**config.mk**
```make
export PLATFORM = sky130hd
export DESIGN_NAME = seq_det_fsm
export DESIGN_NICKNAME = d
export VERILOG_FILES = /design/src/rtl/seq_det_pkg.sv /design/src/rtl/seq_det_hist.sv /design/src/rtl/seq_det_fsm.sv
export SDC_FILE = /design/constraint.sdc
export NUM_CORES = 1
export LEC_CHECK = 0
export ABC_CLOCK_PERIOD_IN_PS = 3000
export CORE_MARGIN = 10
export CORE_UTILIZATION = 52
export CTS_CLUSTER_DIAMETER = 50
export CTS_CLUSTER_SIZE = 20
export DETAILED_ROUTE_END_ITERATION = 7
export PLACE_DENSITY_LB_ADDON = 0.15
export SYNTH_ARGS = -nofsm -noshare
export SYNTH_HDL_FRONTEND = slang
export SYNTH_SLANG_ARGS = --single-unit
```
**constraint.sdc**
```tcl
create_clock -name clk -period 3 [get_ports clk]
set_input_delay 0.45 -clock clk [delete_from_list [all_inputs] [get_ports clk]]
set_output_delay 0.45 -clock clk [all_outputs]
set_load 0.01 [all_outputs]
```
**src/rtl/seq_det_pkg.sv**
```systemverilog
// Shared types for the serial pattern detector.
// Optional compare mask is enabled by SEQ_DET_MASK_EN.
package seq_det_pkg;

  typedef enum logic [1:0] {
    ST_IDLE = 2'd0,
    ST_FILL = 2'd1,
    ST_SCAN = 2'd2,
    ST_HOLD = 2'd3
  } state_e;

  localparam logic [1:0] EV_NONE   = 2'd0;
  localparam logic [1:0] EV_HIT    = 2'd1;
  localparam logic [1:0] EV_RETRIG = 2'd2;
  localparam logic [1:0] EV_EXPIRE = 2'd3;

endpackage

```
**src/rtl/seq_det_hist.sv**
```systemverilog
// Symbol history, fill counter and pattern comparator.
// SEQ_DET_MASK_EN adds cfg_mask (1 = don't-care bit).
module seq_det_hist
  import seq_det_pkg::*;
#(
  parameter int SYM_W   = 1,
  parameter int PAT_LEN = 4
) (
  input  logic                     clk,
  input  logic                     rst_n,
  input  logic                     flush,
  input  logic                     accept,
  input  logic                     ovl,
  input  logic [SYM_W-1:0]         i_sym,
  input  logic [PAT_LEN*SYM_W-1:0] cfg_pat,
`ifdef SEQ_DET_MASK_EN
  input  logic [PAT_LEN*SYM_W-1:0] cfg_mask,
`endif
  output logic                     m,
  output logic                     full_nxt
);

  localparam int HW = PAT_LEN * SYM_W;
  localparam int FW = $clog2(PAT_LEN + 1);
  localparam logic [FW-1:0] F_MAX = FW'(PAT_LEN);

  logic [HW-1:0] hist_q, hist_d, hist_sh, diff;
  logic [FW-1:0] fill_q, fill_d, fill_inc;

  always_comb begin
    hist_sh  = {hist_q[HW-SYM_W-1:0], i_sym};
    fill_inc = (fill_q == F_MAX) ? fill_q : fill_q + 1'b1;
    full_nxt = (fill_inc == F_MAX);
`ifdef SEQ_DET_MASK_EN
    diff     = (hist_sh ^ cfg_pat) & ~cfg_mask;
`else
    diff     = hist_sh ^ cfg_pat;
`endif
    m        = accept && full_nxt && (diff == '0);
    hist_d   = hist_q;
    fill_d   = fill_q;
    if (flush) begin
      hist_d = '0;
      fill_d = '0;
    end else if (accept) begin
      // Non-overlap mode restarts the search from an empty window
      if (m && !ovl) begin
        hist_d = '0;
        fill_d = '0;
      end else begin
        hist_d = hist_sh;
        fill_d = fill_inc;
      end
    end
  end

  always_ff @(posedge clk or negedge rst_n) begin
    if (!rst_n) begin
      hist_q <= '0;
      fill_q <= '0;
    end else begin
      hist_q <= hist_d;
      fill_q <= fill_d;
    end
  end

endmodule

```
**src/rtl/seq_det_fsm.sv**
```systemverilog
// Pattern detector top: FSM, hold timer, registered outputs.
// SEQ_DET_MASK_EN adds the cfg_mask don't-care input.
module seq_det_fsm
  import seq_det_pkg::*;
#(
  parameter int SYM_W    = 1,
  parameter int PAT_LEN  = 4,
  parameter int HOLD_CYC = 2,
  parameter int CNT_W    = 8
) (
  input  logic                     clk,
  input  logic                     rst_n,
  input  logic                     en,
  input  logic                     clr,
  input  logic                     i_vld,
  input  logic [SYM_W-1:0]         i_sym,
  input  logic [PAT_LEN*SYM_W-1:0] cfg_pat,
  input  logic                     cfg_overlap,
`ifdef SEQ_DET_MASK_EN
  input  logic [PAT_LEN*SYM_W-1:0] cfg_mask,
`endif
  output logic                     o_hit,
  output logic                     o_flag,
  output logic [1:0]               o_code,
  output logic [CNT_W-1:0]         o_cnt,
  output logic [1:0]               o_state
);

  localparam int HCW = $clog2(HOLD_CYC + 1);
  localparam logic [HCW-1:0] H_LOAD = HCW'(HOLD_CYC);
  localparam logic [HCW-1:0] H_ONE  = HCW'(1);

  state_e           state_q, state_d;
  logic [HCW-1:0]   h_q, h_d;
  logic             hit_q, hit_d;
  logic             flag_q, flag_d;
  logic [1:0]       code_q, code_d;
  logic [CNT_W-1:0] cnt_q, cnt_d, cnt_inc;
  logic             accept, flush, m, full_nxt;

  assign accept = en && !clr && i_vld && (state_q != ST_IDLE);
  assign flush  = !en || clr || (state_q == ST_IDLE);

  seq_det_hist #(
    .SYM_W   (SYM_W),
    .PAT_LEN (PAT_LEN)
  ) u_hist (
    .clk      (clk),
    .rst_n    (rst_n),
    .flush    (flush),
    .accept   (accept),
    .ovl      (cfg_overlap),
    .i_sym    (i_sym),
    .cfg_pat  (cfg_pat),
`ifdef SEQ_DET_MASK_EN
    .cfg_mask (cfg_mask),
`endif
    .m        (m),
    .full_nxt (full_nxt)
  );

  assign cnt_inc = (cnt_q == '1) ? cnt_q : cnt_q + 1'b1;

  always_comb begin
    state_d = state_q;
    h_d     = h_q;
    hit_d   = 1'b0;
    flag_d  = flag_q;
    code_d  = EV_NONE;
    cnt_d   = cnt_q;
    if (!en) begin
      state_d = ST_IDLE;
      h_d     = '0;
      flag_d  = 1'b0;
    end else if (clr) begin
      state_d = ST_FILL;
      h_d     = '0;
      flag_d  = 1'b0;
      cnt_d   = '0;
    end else begin
      unique case (state_q)
        ST_IDLE: state_d = ST_FILL;
        ST_FILL, ST_SCAN: begin
          if (accept && m) begin
            state_d = ST_HOLD;
            h_d     = H_LOAD;
            flag_d  = 1'b1;
            hit_d   = 1'b1;
            code_d  = EV_HIT;
            cnt_d   = cnt_inc;
          end else if (accept && full_nxt) begin
            state_d = ST_SCAN;
          end
        end
        ST_HOLD: begin
          // A hit on the expiring symbol retriggers instead
          if (accept && m) begin
            h_d    = H_LOAD;
            hit_d  = 1'b1;
            code_d = EV_RETRIG;
            cnt_d  = cnt_inc;
          end else if (accept && (h_q <= H_ONE)) begin
            h_d     = '0;
            flag_d  = 1'b0;
            code_d  = EV_EXPIRE;
            state_d = full_nxt ? ST_SCAN : ST_FILL;
          end else if (accept) begin
            h_d = h_q - 1'b1;
          end
        end
        default: state_d = ST_IDLE;
      endcase
    end
  end

  always_ff @(posedge clk or negedge rst_n) begin
    if (!rst_n) begin
      state_q <= ST_IDLE;
      h_q     <= '0;
      hit_q   <= 1'b0;
      flag_q  <= 1'b0;
      code_q  <= EV_NONE;
      cnt_q   <= '0;
    end else begin
      state_q <= state_d;
      h_q     <= h_d;
      hit_q   <= hit_d;
      flag_q  <= flag_d;
      code_q  <= code_d;
      cnt_q   <= cnt_d;
    end
  end

  assign o_hit   = hit_q;
  assign o_flag  = flag_q;
  assign o_code  = code_q;
  assign o_cnt   = cnt_q;
  assign o_state = state_q;

endmodule

```
; After elaboration in Yosys (flattened, before gate mapping)
; Index checks and enable logic that the tools add are counted.
[classes]
reduce_logical = 25
muxes = 42
add_sub_neg = 3
eq_ne = 13
n_lt_le_gt_ge = 1
bitwise = 1
[ops]
columns = cell, n
row1 = 2-to-1 mux 2 bit, 17
row2 = 2-to-1 mux 8 bit, 4
row3 = 2-to-1 mux 3 bit, 7
row4 = != test 4 bit (second input constant), 3
row5 = 2-to-1 mux 1 bit, 10
row6 = adder 8 x 1 -> 8 bit (second input constant), 1
row7 = == test 8 bit (second input constant), 1
row8 = logical AND 1 bit, 8
row9 = case mux 2 bit (2 select lines), 2
row10 = AND reduction 4 bit, 2
row11 = nonzero test 2 bit, 4
row12 = == test 3 bit (second input constant), 2
row13 = != test 6 bit (second input constant), 1
row14 = case mux 2 bit (3 select lines), 1
row15 = AND reduction 3 bit, 2
row16 = != test 5 bit (second input constant), 1
row17 = == test 2 bit (second input constant), 2
row18 = logical NOT 4 bit, 1
row19 = != test 4 x 1 -> 1 bit (second input constant), 1
row20 = bitwise XOR 4 bit, 1
row21 = adder 3 x 1 -> 3 bit (second input constant), 1
row22 = logical NOT 1 bit, 3
row23 = OR reduction 3 bit, 1
row24 = == test 2 x 1 -> 1 bit (second input constant), 1
row25 = other kinds (7), 8
[totals]
out_inout_bits = 14
input_bits = 11
regBits = 22

; Longest topological paths before layout
[depth]
word_depth = 11
ltp_mapped = 8

; Cells and area by module
; A second synthesis with hierarchy kept.
[hier_totals]
cells_unflattened = 142
area_unflattened_um2 = 1403.8
[modules_own_cells]
columns = module, instances, cells_each, seq_area_each_um2, area_each_um2
row1 = seq_det_fsm, 1, 102, 400.4, 998.5
row2 = seq_det_hist, 1, 40, 150.1, 405.4

; Worst setup path after synthesis
; Ideal clock, no wire load.
[synth_path]
path_kind = flip-flop to flip-flop
startpoint = register u_hist.fill_q[0]
endpoint = register cnt_q[5] (netlist: o_cnt[5])
path_stages_with_launch = 8
slack_ns = 0.702
arrival_ns = 2.157
t_required_ns = 2.859
n_path_buf = 0
path_cell_list = dfrtp_1 inv_1 ha_1 or3b_4 a311oi_4 nand4_1 o311ai_2 o311ai_1
[synth_via]
elab_chain_len = 8
elab_cells_between_ends = 9
classes_between = 1 x add/sub / 2 x eq/ne / 1 x mux / 5 x reduce/logical
[synth_lines]
columns = element, line_no
row1 = from (decl), seq_det_hist.sv:28  ; logic [FW-1:0] fill_q, fill_d, fill_inc;
row2 = from (signal assigned), seq_det_hist.sv:63  ; fill_q <= fill_d;
row3 = adder 3 x 1 -> 3 bit or == test 3 bit (tied branches), seq_det_hist.sv:32  ; fill_inc = (fill_q == F_MAX) ? fill_q : fill_q + 1'b1;
row4 = 2-to-1 mux 3 bit *, seq_det_hist.sv:32
row5 = == test 3 bit *, seq_det_hist.sv:33  ; full_nxt = (fill_inc == F_MAX);
row6 = logical AND 1 bit * (2 in a row), seq_det_hist.sv:39  ; m = accept && full_nxt && (diff == '0);
row7 = logical AND 1 bit *, "seq_det_fsm.sv:84, seq_det_fsm.sv:97"
row8 = nonzero test 2 bit (no source line) *, n/a
row9 = AND reduction 4 bit (no source line) *, n/a
row10 = to (signal assigned), seq_det_fsm.sv:130  ; cnt_q <= cnt_d;
row11 = to (decl), seq_det_fsm.sv:38  ; logic [CNT_W-1:0] cnt_q, cnt_d, cnt_inc;
; Every way passes the cells marked *; elsewhere a longest branch is shown, timed or not.
; A chain may end at the register's enable or synchronous reset.

; Worst setup path after layout
[layout_path]
startpoint = register u_hist.fill_q[0]
endpoint = register state_q[0] (netlist: o_state[0])
[layout_via]
elab_chain_len = 10
elab_cells_between_ends = 17
classes_between = 1 x add/sub / 4 x eq/ne / 8 x mux / 4 x reduce/logical
[layout_lines]
columns = element, line_no
row1 = adder 3 x 1 -> 3 bit or == test 3 bit (tied branches), seq_det_hist.sv:32
row2 = 2-to-1 mux 3 bit *, seq_det_hist.sv:32
row3 = == test 3 bit *, seq_det_hist.sv:33
row4 = logical AND 1 bit, "seq_det_hist.sv:39, seq_det_fsm.sv:91"
row5 = logical AND 1 bit, seq_det_hist.sv:39
row6 = logical AND 1 bit, "seq_det_fsm.sv:84, seq_det_fsm.sv:97"
row7 = 2-to-1 mux 2 bit, seq_det_fsm.sv:84  ; if (accept && m) begin
row8 = case mux 2 bit (3 select lines), seq_det_fsm.sv:81  ; unique case (state_q)
row9 = 2-to-1 mux 2 bit, seq_det_fsm.sv:75  ; end else if (clr) begin
row10 = 2-to-1 mux 2 bit, seq_det_fsm.sv:71  ; if (!en) begin
row11 = to (signal assigned), seq_det_fsm.sv:125  ; state_q <= state_d;
row12 = to (decl), seq_det_fsm.sv:33  ; state_e state_q, state_d;
; Every way passes the cells marked *; elsewhere a longest branch is shown, timed or not. The select of a mux whose other input is x is not followed.

==> flow_summary.toml <==
[run_status]
status = "finished clean"

[critical_path]
crit_arrival_ps = 2810
crit_fanout = 8
crit_cells = 7
cpLargestDelayFamily = "simple AND/OR/NAND/NOR gates"
crit_buf_inv = 1
worstRegToRegCells = 7
endpoint_kind = "flop"
worstSetupPathType = "reg -> reg"
crit_required_ps = 3200
cpMaxStageDelayCell = "dfrtp_1"
crit_chain = "inv_1 -> ha_1 -> or3b_4 -> a311oi_4 -> and3_1 -> a211oi_2 -> o31a_1"
slowest_delay_ps = 470
start_kind = "flop"

[global_route]
grt_use_total_pct = 13.4
grt_max_degree = 23
grt_pass1_vias = 1318
grt-ovfl-total = 0
grt_pass1_wl_um = 5910
antenna_found_initial = 0

[timing]
fin_crit_ps = 2610
fin_crit_sh_pct = 87.0
maxSlewViolCount = 0
fmax_mhz = 383
max-slew-margin-rel_pct = 63.8
fin_skew_ps = 5.59
max_slew.worst_pin.slew_ps = 539
rsz0062_at_grt = "no"
hold_viol = 0
finalSetupViolCount = 0
fin_tns_setup_ps = 0

[synthesis]
ys_seq_elements = 22
synth_area_per_cell_sq_um = 9.28
syn_area_sq_um = 1470
postSynth.asyncResetShare_pct = 100
yosysSeqAreaShare_pct = 37.5
ys_types = 47
synth_ff_type = "dfrtp_1"
synth_fp_nets = 175
synthCells = 158
ys_warn_count = 0
synth_edf_count = 0

[cells_and_area]
diodes = 0
final_cell_mix = "clkdlybuf4s50_1, dfrtp_1, nand2_1"
nNetsFinal = 201
multiInputGateArea_sq_um = 851
regArea_sq_um = 551
fillCellCount = 238
drive_gt1_share_pct = 8.79
final_common_cell = "clkdlybuf4s50_1"
fin_util_pct = 64.3
syn2layout_area_growth_pct = 20.0

[clock_network]
h-tree-depth = 1
numCtsBuffers = 3
hold_buffers = 0
clockBufferDepth = 2
clk_latency_ps = 300
cts_setup_buffers = 0
cts_tree = "yes"
clkSlewWorstSetupHoldPaths_ps = 110
root_buffer = "clkbuf_4"
cts_num_sinks = 22
ctsResizeCount = 0

[drt]
vias = 1300
drt_pass1_iterations = 5
drtIter0Drc = 127
vias_per_cell = 6.10
drt_wl_total_um = 3480
drc_errors = 0
antenna_left = 0
wire_per_inst_um = 16.3

[floorplanning]
die_h_um = 73.1
coreArea_sq_um = 2730
dieArea_sq_um = 5340
start_util_pct = 53.6
io-pin-count = 25
die_w_um = 73.1
row_count = 19

[placed_design]
hpwl_um = 2670
finalWeightedCongestion = 0.813
io_buffer_count = 24

[job]
drv_cap = 0

[power_and_ir_drop]
p_leak_nw = 0.741
p_int_uw = 399
p_sw_uw = 151
seq_power_share_pct = 56.6
clock_power_share_pct = 23.7
p_sw_share_pct = 27.4
vdd_drop_max_mv = 0.309
combPwrFrac_pct = 19.7
power_density_nw_per_um2 = 312

[min_path]
hp-class = "in -> async"
## kinds of logic after synthesis
group / share of synthesized area [%]
fa+ha+maj: 5.12
simple gates: 24.8
compound gates: 23.7
mux: 1.37
flops: 37.5
xor+xnor: 2.99
buf+inv: 4.44
## stage by stage
stage	power (mW)	cell area (sq um)	setup WS (ps)	std cells	hold slack, ps
finish	0.549	1760	390	213	476
global placement	0.420	1740	494	210	512
detailed placement	0.425	1740	436	210	516
global route	0.582	1760	254	213	477
floorplan	0.378	1470	702	158	154
CTS	0.559	1760	405	213	470
## cell usage after synthesis, types with 2 or more instances
library cell / count / area, sq um
a21o_1: 2 / 15.0
a21oi_1: 8 / 40.0
a22o_1: 4 / 35.0
a311o_1: 3 / 30.0
a31o_2: 3 / 26.3
a31oi_1: 3 / 18.8
and3_1: 2 / 12.5
and4_1: 2 / 17.5
clkbuf_1: 3 / 11.3
dfrtp_1: 22 / 551
ha_1: 6 / 75.1
inv_1: 10 / 37.5
mux2i_1: 2 / 20.0
nand2_1: 17 / 63.8
nand2b_1: 5 / 31.3
nand3_1: 5 / 25.0
nand4_1: 3 / 18.8
nor2_1: 9 / 33.8
nor2b_1: 5 / 31.3
nor4_1: 3 / 18.8
o211ai_1: 4 / 30.0
o21ai_0: 6 / 30.0
o21ai_1: 2 / 10.0
o311ai_1: 2 / 17.5
o31ai_1: 2 / 15.0
xor2_1: 4 / 35.0
## state kept, by name (all words and copies together), names as in the netlist
name,cells
o_state,2
u_hist.hist_q,3
u_hist.fill_q,3
o_code,2
o_flag,1
o_cnt,8
h_q,2
o_hit,1
## final timing paths
path / from / endpoint / slack, ps
worst min register to register: u_hist.hist_q[2] / u_hist.hist_q[2] / 540
min in group clk: u_hist.hist_q[2] / u_hist.hist_q[2] / 540
worst min-delay path: rst_n / o_hit / 480
worst max register to register: u_hist.fill_q[0] / o_state[0] / 390
max in group asynchronous: rst_n / u_hist.hist_q[2] / 2300
worst max-delay path: u_hist.fill_q[0] / o_state[0] / 390
## layer usage
layer | wire length, um | global-route usage, % | part of all wire (%) | vias to the layer above
met3 | 212 | 3.40 | 6.1 | 6
met5 | 0 | 0 | 0 | -
met2 | 1720 | 22.1 | 49 | 38
met1 | 1500 | 15.9 | 43 | 619
li1 | - | - | - | 637
met4 | 44 | 6.12 | 1.3 | 0
## final cells by class
type / count / share of cell area, %
clock buffers: 3 / 1.28
flip-flops and latches: 22 / 31.3
repair buffers: 26 / 14.5
well taps: 31 / 2.20
inverters: 11 / 2.35
multi-input cells: 120 / 48.4
## power groups by stage
stage / Clock, mW / Combinational, mW / Sequential, mW
6_report: 0.130 / 0.108 / 0.311
5_1_grt: 0.150 / 0.120 / 0.312
4_1_cts: 0.140 / 0.109 / 0.311
3_5_place_dp: 0 / 0.108 / 0.316
3_3_place_gp: 0 / 0.105 / 0.316
2_1_floorplan: 0 / 0.0603 / 0.317
Power figures use the tool's default switching activity.
